[config.mk]
export PLATFORM = sky130hd
export DESIGN_NAME = traffic_monitor
export DESIGN_NICKNAME = d
export VERILOG_FILES = /design/src/rtl/traffic_monitor.sv
export SDC_FILE = /design/constraint.sdc
export NUM_CORES = 1
export LEC_CHECK = 0
export ABC_CLOCK_PERIOD_IN_PS = 2300
export BUFFER_PORTS_ARGS = -buffer_cell sky130_fd_sc_hd__buf_4
export CAP_MARGIN = 20
export CORE_ASPECT_RATIO = 1.1
export CORE_MARGIN = 2
export CORE_UTILIZATION = 40
export CTS_CLUSTER_SIZE = 24
export DETAILED_ROUTE_END_ITERATION = 7
export GPL_ROUTABILITY_DRIVEN = 0
export REMOVE_ABC_BUFFERS = 1
export SLEW_MARGIN = 20
export SYNTH_ARGS = -nofsm -noshare
export SYNTH_HDL_FRONTEND = slang
export SYNTH_SLANG_ARGS = --single-unit
[constraint.sdc]
create_clock -name clk -period 2.3 [get_ports clk]
set_input_delay 0.46 -clock clk [delete_from_list [all_inputs] [get_ports clk]]
set_output_delay 0.46 -clock clk [all_outputs]
set_load 0.02 [all_outputs]
[src/rtl/traffic_monitor.sv]
// traffic_monitor: watches a red/amber/green lamp set and flags illegal patterns,
// out-of-order phases and lamps stuck longer than MAX_DWELL cycles.
module traffic_monitor #(
    parameter int unsigned MAX_DWELL = 16
) (
    input  logic       clk,
    input  logic       rst_n,
    input  logic       red,
    input  logic       amber,
    input  logic       green,
    input  logic       clear,
    output logic [2:0] phase,
    output logic       error,
    output logic [1:0] err_code,
    output logic [7:0] cycles
);
    typedef enum logic [2:0] {SYNC = 3'd0, RED = 3'd1, RED_AMBER = 3'd2, GREEN = 3'd3, AMBER = 3'd4} phase_t;
    localparam logic [1:0] NONE = 2'd0, ILLEGAL = 2'd1, SEQUENCE = 2'd2, STUCK = 2'd3;
    phase_t     state, seen, succ;
    logic [2:0] pat;
    logic [7:0] dwell;
    logic [1:0] viol;
    always_comb begin
        pat  = {red, amber, green};
        seen = pat == 3'b100 ? RED :
               pat == 3'b110 ? RED_AMBER :
               pat == 3'b001 ? GREEN :
               pat == 3'b010 ? AMBER : SYNC;
        succ = state == RED ? RED_AMBER :
               state == RED_AMBER ? GREEN :
               state == GREEN ? AMBER : RED;
        // SYNC accepts any legal pattern; tracked states accept only hold or successor
        viol = seen == SYNC  ? ILLEGAL :
               state == SYNC ? NONE :
               seen == state ? (dwell >= 8'(MAX_DWELL) ? STUCK : NONE) :
               seen == succ  ? NONE : SEQUENCE;
    end
    always_ff @(posedge clk or negedge rst_n) begin
        if (!rst_n) begin
            state    <= SYNC;
            dwell    <= 8'd0;
            cycles   <= 8'd0;
            error    <= 1'b0;
            err_code <= NONE;
        end else begin
            if (viol != NONE) begin
                state <= SYNC;
                dwell <= 8'd0;
            end else if (state == SYNC || seen != state) begin
                state <= seen;
                dwell <= 8'd1;
                if (state == AMBER && seen == RED)
                    cycles <= cycles + 8'd1;
            end else begin
                dwell <= dwell == 8'hff ? 8'hff : dwell + 8'd1;
            end
            // a violation in the same cycle as clear restarts the latch with the new code
            if (viol != NONE) begin
                error    <= 1'b1;
                err_code <= (error && !clear) ? err_code : viol;
            end else if (clear) begin
                error    <= 1'b0;
                err_code <= NONE;
            end
        end
    end
    assign phase = state;
endmodule

# Word level (Yosys, flattened, before mapping)
# Cells that the tools add are included.
dict set report totals {
  rom_bits 0
  mem_count 0
  ram_bits 0
  wordCells 56
  output_inout_bits 14
  inputBits 6
  regBits 22
  latchBits 0
}
dict set report classes {
  mux 22
  n_addsub 2
  bitwise_logic 1
  n_reduce_logical 11
  mul 0
  n_eq_ne 14
  magnitude_cmp 1
  n_div 0
  n_shift 0
}
# cell count
set ops {}
lappend ops {{3-bit 2-to-1 mux} 9}
lappend ops {{8-bit 2-to-1 mux} 3}
lappend ops {{8-bit by 1-bit adder with 8-bit output (second input constant)} 2}
lappend ops {{2-bit 2-to-1 mux} 8}
lappend ops {{3-bit by 1-bit == test with 1-bit output (second input constant)} 3}
lappend ops {{3-bit by 2-bit == test with 1-bit output (second input constant)} 3}
lappend ops {{3-bit == test (second input constant)} 3}
lappend ops {{8-bit == test (second input constant)} 1}
lappend ops {{8-bit by 5-bit greater-or-equal comparator with 1-bit output (second input constant)} 1}
lappend ops {{3-bit == test} 2}
lappend ops {{3-bit logical NOT} 2}
lappend ops {{2-bit nonzero test} 3}
lappend ops {{3-bit inequality test} 1}
lappend ops {{3-bit AND reduction} 1}
lappend ops {{1-bit logical AND} 2}
lappend ops {{1-bit 2-to-1 mux} 2}
lappend ops {{2-bit inequality test (second input constant)} 1}
lappend ops {{2-bit AND reduction} 1}
lappend ops {{1-bit logical NOT} 1}
lappend ops {{1-bit logical OR} 1}
lappend ops {{1-bit NOT} 1}

# Depth between registers and ports, before layout
# Gate-level depths: netlist of the first run.
dict set report logic_depth {
  word_depth 13
  ltp_mapped 8
}

# Least setup slack after synthesis of the first run
# OpenSTA, ideal clock, no wires.
dict set report synth_timing {
  path_kind {register -> register}
  startpoint {register state[0], in the netlist phase[0]}
  endpoint {register err_code[0]}
  path_slack_ns 0.533
  path_stages_with_launch 7
  required_ns 2.204
  setup_ns 0.096
  arrival_time_ns 1.671
  path_cell_list {dfrtp_1 buf_4 or4_4 nand3_2 a21oi_1 o21a_1 a311oi_2}
}
dict set report synth_via {
  elab_chain_len 12
  word_cells_on_any_way 19
  classes_between {eq/ne (6); mux (9); reduce/logical (4)}
}
# element line
set synth_rtl {}
lappend synth_rtl {{start, declared} 19} ;# phase_t state, seen, succ;
lappend synth_rtl {{start signal, assigned} 50} ;# state <= seen;
lappend synth_rtl {{3-bit by 2-bit == test with 1-bit output} 31} ;# state == GREEN ? AMBER : RED;
lappend synth_rtl {{3-bit 2-to-1 mux} 31}
lappend synth_rtl {{3-bit 2-to-1 mux} 30} ;# state == RED_AMBER ? GREEN :
lappend synth_rtl {{3-bit 2-to-1 mux} 29} ;# succ = state == RED ? RED_AMBER :
lappend synth_rtl {{3-bit == test} 36} ;# seen == succ ? NONE : SEQUENCE;
lappend synth_rtl {{2-bit 2-to-1 mux} 36}
lappend synth_rtl {{2-bit 2-to-1 mux} 35} ;# seen == state ? (dwell >= 8'(MAX_DWELL) ? STUCK : NONE) :
lappend synth_rtl {{2-bit 2-to-1 mux (*)} 34} ;# state == SYNC ? NONE :
lappend synth_rtl {{2-bit 2-to-1 mux (*)} 33} ;# viol = seen == SYNC ? ILLEGAL :
lappend synth_rtl {{2-bit nonzero test} 58} ;# if (viol != NONE) begin
lappend synth_rtl {{2-bit inequality test (no source line) or 2-bit nonzero test (tied branches)} --}
lappend synth_rtl {{2-bit AND reduction (no source line)} --}
lappend synth_rtl {{end signal, assigned} 60} ;# err_code <= (error && !clear) ? err_code : viol;
lappend synth_rtl {{end, declared} 14} ;# output logic [1:0] err_code,
# Mark *: on every way between the ends. The rest lies on a longest branch, timed or not. The select of a mux whose other input is x is not followed.
# A chain may end at the register's enable or synchronous reset.

# Worst setup path in the final report of the first run
dict set report layout_timing {
  startpoint {register state[0], in the netlist phase[0]}
  endpoint {register state[0], in the netlist phase[0]}
}
dict set report layout_via {
  elab_chain_len 11
  word_cells_on_any_way 18
  classes_between {eq/ne (6); mux (8); reduce/logical (4)}
}
# element line
set layout_rtl {}
lappend layout_rtl {{3-bit by 2-bit == test with 1-bit output} 31}
lappend layout_rtl {{3-bit 2-to-1 mux} 31}
lappend layout_rtl {{3-bit 2-to-1 mux} 30}
lappend layout_rtl {{3-bit 2-to-1 mux} 29}
lappend layout_rtl {{3-bit == test} 36}
lappend layout_rtl {{2-bit 2-to-1 mux} 36}
lappend layout_rtl {{2-bit 2-to-1 mux} 35}
lappend layout_rtl {{2-bit 2-to-1 mux} 34}
lappend layout_rtl {{2-bit 2-to-1 mux} 33}
lappend layout_rtl {{2-bit nonzero test} 46} ;# if (viol != NONE) begin
lappend layout_rtl {{3-bit 2-to-1 mux or 2-bit nonzero test (tied branches)} --}
# Several ways; a longest one is shown, not always the timed one.

==> results of run 1 <==
[cells by family after synthesis]
family | Yosys count | synth area share [%]
buf+inv | 13 | 5.05
mux | 1 | 0.842
flops | 22 | 41.2
simple gates | 62 | 27.5
fa+ha+maj | 3 | 2.81
compound gates | 30 | 14.5
xor+xnor | 12 | 7.86
other cells | 1 | 0.280
[stage by stage]
step	setup slack, ns	area, um2	power, W
floorplan	0.498	1300	0.000546
global placement	0.425	1510	0.000624
detailed placement	0.421	1510	0.000627
CTS	0.416	1560	0.000918
global route	0.231	1560	0.000957
finish	0.385	1560	0.000905
[metal layers]
layer | up-vias | share of wire [%] | wire length (um)
li1 | 552 | - | -
met1 | 516 | 47 | 1180
met2 | 29 | 48 | 1220
met3 | 2 | 4.1 | 103
met4 | 0 | 0.67 | 17
met5 | - | 0 | 0
[layout by cell type, fill, tap and decap left out, drive strengths merged, types with 2 or more instances in the layout]
cell / instances
a31oi: 3
nand2: 10
and3: 2
nor3b: 3
nor3: 7
a21oi: 9
a311oi: 2
ha: 3
or4: 2
o21ai: 8
clkbuf: 3
xnor2: 7
nand3: 4
nand4: 3
conb: 3
xor2: 5
o211ai: 2
nand4b: 2
nor2: 11
nand3b: 3
nand2b: 3
inv: 5
nor2b: 4
o2bb2ai: 2
nor4: 2
buf: 22
dfrtp: 22
[power by group through the flow]
stage / Combinational, W / Sequential [W] / Clock (W)
after floorplan: 0.0000823 / 0.000463 / 0
after global placement: 0.000182 / 0.000441 / 0
after detailed placement: 0.000184 / 0.000443 / 0
after CTS: 0.000184 / 0.000436 / 0.000298
after global routing: 0.000202 / 0.000440 / 0.000315
final: 0.000182 / 0.000435 / 0.000288
[registers in the layout, summed over array words and instances (netlist names)]
register / cells
err_code: 2
phase: 3
cycles: 8
dwell: 8
error: 1
[worst max-delay path: stages (launching register included)]
cell      delay, ns
dfrtp_1        0.47
nor2_1         0.23
nand2_1        0.17
or3_1          0.42
o211ai_1       0.18
a21o_1         0.27
nor3_1         0.08
[how the worst min path moves through the flow]
stage	start	to	slack, ns	cells past startpoint
after floorplan	rst_n	cycles[0]	0.16	0
after CTS	rst_n	dwell[1]	0.02	1
after global routing	rst_n	dwell[3]	0.02	1
after detailed placement	rst_n	err_code[1]	0.36	1
final	rst_n	dwell[1]	0.02	1
after global placement	rst_n	error	0.36	1
[area by class of cell]
class,count,share of cell area [%]
multi-input cells,111,46.6
flip-flops and latches,22,35.3
repair buffers,22,10.6
well taps,36,2.89
clock inverters,1,1.93
clock buffers,3,1.44
inverters,5,1.20
==> results.toml, run 1 <==
[clock_network]
clock_tree.htree_level_count = 1
post_cts_resize_count = 0
hold_bufs_at_cts = 0
tritoncts = "done"
post-cts-setup-buffers = 0
sinks_on_clock_net = 22
num_cts_buffers = 3
cts_root_buf = "clkbuf_4"
clk_transition_reported_paths_ns = 0.12
worst_skew_pair.late_latency_ns = 0.30
clock_path_buffers = 2

[pwr]
power.static_leakage_nw = 0.703
share_seq_of_total_power_pct = 48.1
intPower_w = 0.000665
irDropWorstVdd_mv = 0.396
power.switching_w = 0.000241
p_sw_share_pct = 26.6
clkPwrFrac_pct = 31.8
power.density_cell_area_nw_per_um2 = 581
power.share.combinational_pct = 20.1

[synthesis]
synth_edf_count = 0
synth_top_cells_by_area = "dfrtp_1 41%, xnor2_1 4.6%, a21oi_1 3.4%"
synthesis.instances = 144
synthFlopType = "dfrtp_1"
synth-warning-count = 0
synth_top_cells_by_count = "22 x dfrtp_1, 11 x nor2_1, 10 x nand2_1"
synth_largest_type_area_fraction_pct = 41.2
area_of_the_mapped_netlist_um2 = 1340
ys_async_sr_fraction_pct = 100
post-synth-top-count-cell = "dfrtp_1"
synth_largest_area_cell = "dfrtp_1"
share_of_the_yosys_chip_area_belonging_to_registers_pct = 41.2
syn-mean-instance-area_um2 = 9.29
synth_cell_types = 43
yosys_register_bits = 22

[detailed_routing]
drt_first_pass_iters = 4
post_drt_wl_per_cell_um = 12.6
route.final.wire_length_mm = 2.52
avgViaCountPerCell = 5.50
drcViolationCount = 0
ant_nets = 0
dr.first_iter.drc_count = 47
dr_total_vias = 1099

[worst_setup_path]
start_kind = "register"
worst_r2r_setup_slack_ns = 0.38
cp-end-kind = "register"
worstPathRequired_ns = 2.49
worstPathArrival_ns = 2.10
critical_path.reg2reg.endpoint = "phase[0]"
critPathCapture = "phase[0]"
crit_start = "phase[0]"
critical_path_class = "register to register"
timing.critical_path.fanout_max = 7
worst-r2r-cell-count = 6
worst_r2r_startpoint = "phase[0]"

[sta]
setup-tns-final_ns = 0
clock-skew-final_ns = 0.00561
final-hold-violation-count = 0
timing_max_transition_violations_final = 0
maxClockFrequency_ghz = 0.522
report.final.setup_viol = 0
period_minus_slack_ns = 1.92
min_period_over_period_pct = 83.3
holdWs_ns = 0.0228
setup_repair_after_global_routing_missed_its_margin = "no"

[floorplan]
fp.dieH_um = 64.6
floorplan.initialDensity_pct = 40.8
fp.dieArea_um2 = 3820
dieWidth_um = 59.1
pin_count = 20
placeableCoreArea_um2 = 3280
rows = 22

[global_routing]
largest_net_degree_at_the_start_of_global_routing = 23
use_met3_pct = 2.00
grt-ovfl-total = 0
grt_pass1_wl_mm = 4.45
global_route.usage.met2_pct = 24.3
global_route.peak_usage_layer = "met2"
grt_pass1_vias = 1024
groute.layer.met1.usage_pct = 19.7
grt_usage_pct = 14.6
antenna_found_initial = 0

[finish]
diodes = 0
fin_nets = 174
layout_cell_share_with_drive_strength_beyond_1_pct = 18.9
layout.filler_cells = 306
layout.core_utilization_pct = 47.6
layout.area.seq_um2 = 551
synthToLayoutAreaGrowth_pct = 16.6
area_taken_by_multi_input_logic_gates_um2 = 727
final-instance-count-excl-fill = 200

[status]
outcome = "completed"

[run]
drv_cap = 0

[place]
placed_cells = 196
portBuffers = 19
dp.final_hpwl_mm = 1.88

[hold_path]
worstHoldPathType = "input pin to async pin"
(Power assumes the default switching activity.)
==> inputs of run 2 (changes only) <==
- ABC_CLOCK_PERIOD_IN_PS: 2300 -> 1630
- clock period: 2.3 -> 1.63 ns (I/O delays scaled with it)
==> results.toml, run 2 (synthesis gave the netlist of run 1 again) <==
[clock_network]
worst_skew_pair.late_latency_ns = 0.31
sinks_on_clock_net = 22
cts_root_buf = "clkbuf_4"
tritoncts = "done"
clk_transition_reported_paths_ns = 0.12
num_cts_buffers = 3
clock_path_buffers = 2
clock_tree.htree_level_count = 1

[finish]
layout_cell_share_with_drive_strength_beyond_1_pct = 35.6
diodes = 0
fin_nets = 201
synthToLayoutAreaGrowth_pct = 37.0
design_area_um2 = 1830
layout_commonest_cell = "buf_4"
commonest_cells_after_routing_fill_and_taps_aside = "45 x buf_4, 21 x dfrtp_1, 10 x nor2_1"

[global_routing]
grt_usage_pct = 17.9
largest_net_degree_at_the_start_of_global_routing = 23
grt_pass1_wl_mm = 5.47
grt_pass1_vias = 1236
grt-ovfl-total = 0
antenna_found_initial = 0

[sta]
maxClockFrequency_ghz = 0.584
clock-skew-final_ns = 0.00662
final-hold-violation-count = 0
report.final.setup_viol = 13
finalWorstSetupSlack_ns = -0.0827
period_minus_slack_ns = 1.71
min_period_over_period_pct = 105
timing_max_transition_violations_final = 0
setup_repair_after_global_routing_missed_its_margin = "yes"

[pwr]
share_seq_of_total_power_pct = 45.0
power.static_leakage_nw = 0.855
power.share.combinational_pct = 24.0
intPower_w = 0.000985
irDropWorstVdd_mv = 0.505
p_sw_share_pct = 27.7
clkPwrFrac_pct = 31.0
power.switching_w = 0.000377
power.density_cell_area_nw_per_um2 = 743

[worst_setup_path]
worstPathArrival_ns = 1.93
cp_num_buf_inv = 1
worstPathRequired_ns = 1.85
slowest_delay_ns = 0.48
path_cells = "buf_6 -> or4_4 -> nand3_2 -> a21oi_2 -> o21a_1 -> a311oi_2"
start_kind = "register"
slowest_stage = "or4_4"
worst-r2r-cell-count = 6
timing.critical_path.fanout_max = 5
critical_path_class = "register to register"
critical-path-top-delay-family = "simple AND/OR/NAND/NOR gates"
cp-end-kind = "register"
cp_num_cells = 6

[place]
portBuffers = 19
dp.final_hpwl_mm = 2.22
placed_inst_area_um2 = 1670
preCtsSetupSlack_ns = -0.155

[detailed_routing]
avgViaCountPerCell = 5.27
route.final.wire_length_mm = 3.00
drt_first_pass_iters = 4
dr_total_vias = 1196
dr.first_iter.drc_count = 45
ant_nets = 0
post_drt_wl_per_cell_um = 13.2
drcViolationCount = 0

[hold_path]
worstHoldPathType = "input pin to register"
min_path_cells = 4

[floorplan]
fp.dieArea_um2 = 3820
dieWidth_um = 59.1
floorplan.initialDensity_pct = 40.8
rows = 22
fp.dieH_um = 64.6
placeableCoreArea_um2 = 3280
pin_count = 20

[run]
drv_cap = 0

[status]
failing_checks = "negative setup slack"
outcome = "complete, but fails checks"
[run 2: cell types whose count changed in the layout (fill, tap and decap cells not counted), sizes merged]
| cell | previous run | this run |
|---|---|---|
| dlygate4sd3 | 0 | 1 |
| buf | 22 | 48 |
[run 2: cell type report]
type | instances | area [um2]
Inverter | 5 | 18.8
Sequential cell | 22 | 552
Tap cell | 36 | 45.0
Fill cell | 304 | 1440
Timing Repair Buffer | 49 | 382
Multi-Input combinational cell | 111 | 782
Clock buffer | 3 | 22.5
Clock inverter | 1 | 30.0
[run 2: layer usage]
layer / vias to the layer above / part of all wire (%) / GRT usage [%]
met1: 570 / 45 / 23.9
met2: 14 / 52 / 30.4
li1: 608 / - / -
met5: - / 0 / 0
met4: 0 / 1.1 / 3.98
met3: 4 / 1.6 / 2.59
[run 2: final timing paths]
| kind | from | end | slack, ns |
|---|---|---|---|
| max | phase[1] | err_code[0] | -0.08 |
| min reg2reg | cycles[7] | cycles[7] | 0.51 |
| min | clear | err_code[1] | 0.30 |
| max reg2reg | phase[1] | err_code[0] | -0.08 |
| min in group asynchronous | rst_n | dwell[3] | 0.41 |
| max in group asynchronous | rst_n | phase[1] | 0.97 |
[run 2: what timing repair did]
| item | in CTS | in global routing |
|---|---|---|
| endpoints found under the setup margin | 17 | 16 |
| pin swaps | 10 | 3 |
| resized for setup | 11 | 6 |
| hold buffers | 1 | 0 |
| setup buffers | 3 | 1 |
| endpoints found under the hold margin | 22 | 0 |
[run 2: power groups by stage]
stage	Clock [W]	Combinational [W]	Sequential (W)
floorplan	0	0.000116	0.000654
global placement	0	0.000297	0.000620
detailed placement	0	0.000300	0.000622
CTS	0.000430	0.000321	0.000612
global route	0.000453	0.000364	0.000618
finish	0.000422	0.000327	0.000612
[run 2: tightest hold or removal path, cell delays in order]
cell and delay, ns:
buf_4 0.09, nor2b_1 0.04, o21ai_0 0.06, o21ai_1 0.06
[run 2: metrics by stage]
stage / util [%] / cells / setup TNS, ns / hold WS (ns) / power [W]
2_1_floorplan: - / 138 / -1.75 / 0.0304 / 0.000770
3_3_place_gp: 51.0 / 218 / -1.21 / 0.224 / 0.000916
3_5_place_dp: 51.0 / 218 / -1.54 / 0.228 / 0.000922
4_1_cts: 55.0 / 226 / -0.440 / 0.292 / 0.00136
5_1_grt: 55.9 / 227 / -1.80 / 0.305 / 0.00143
6_report: 55.9 / 227 / -0.557 / 0.296 / 0.00136
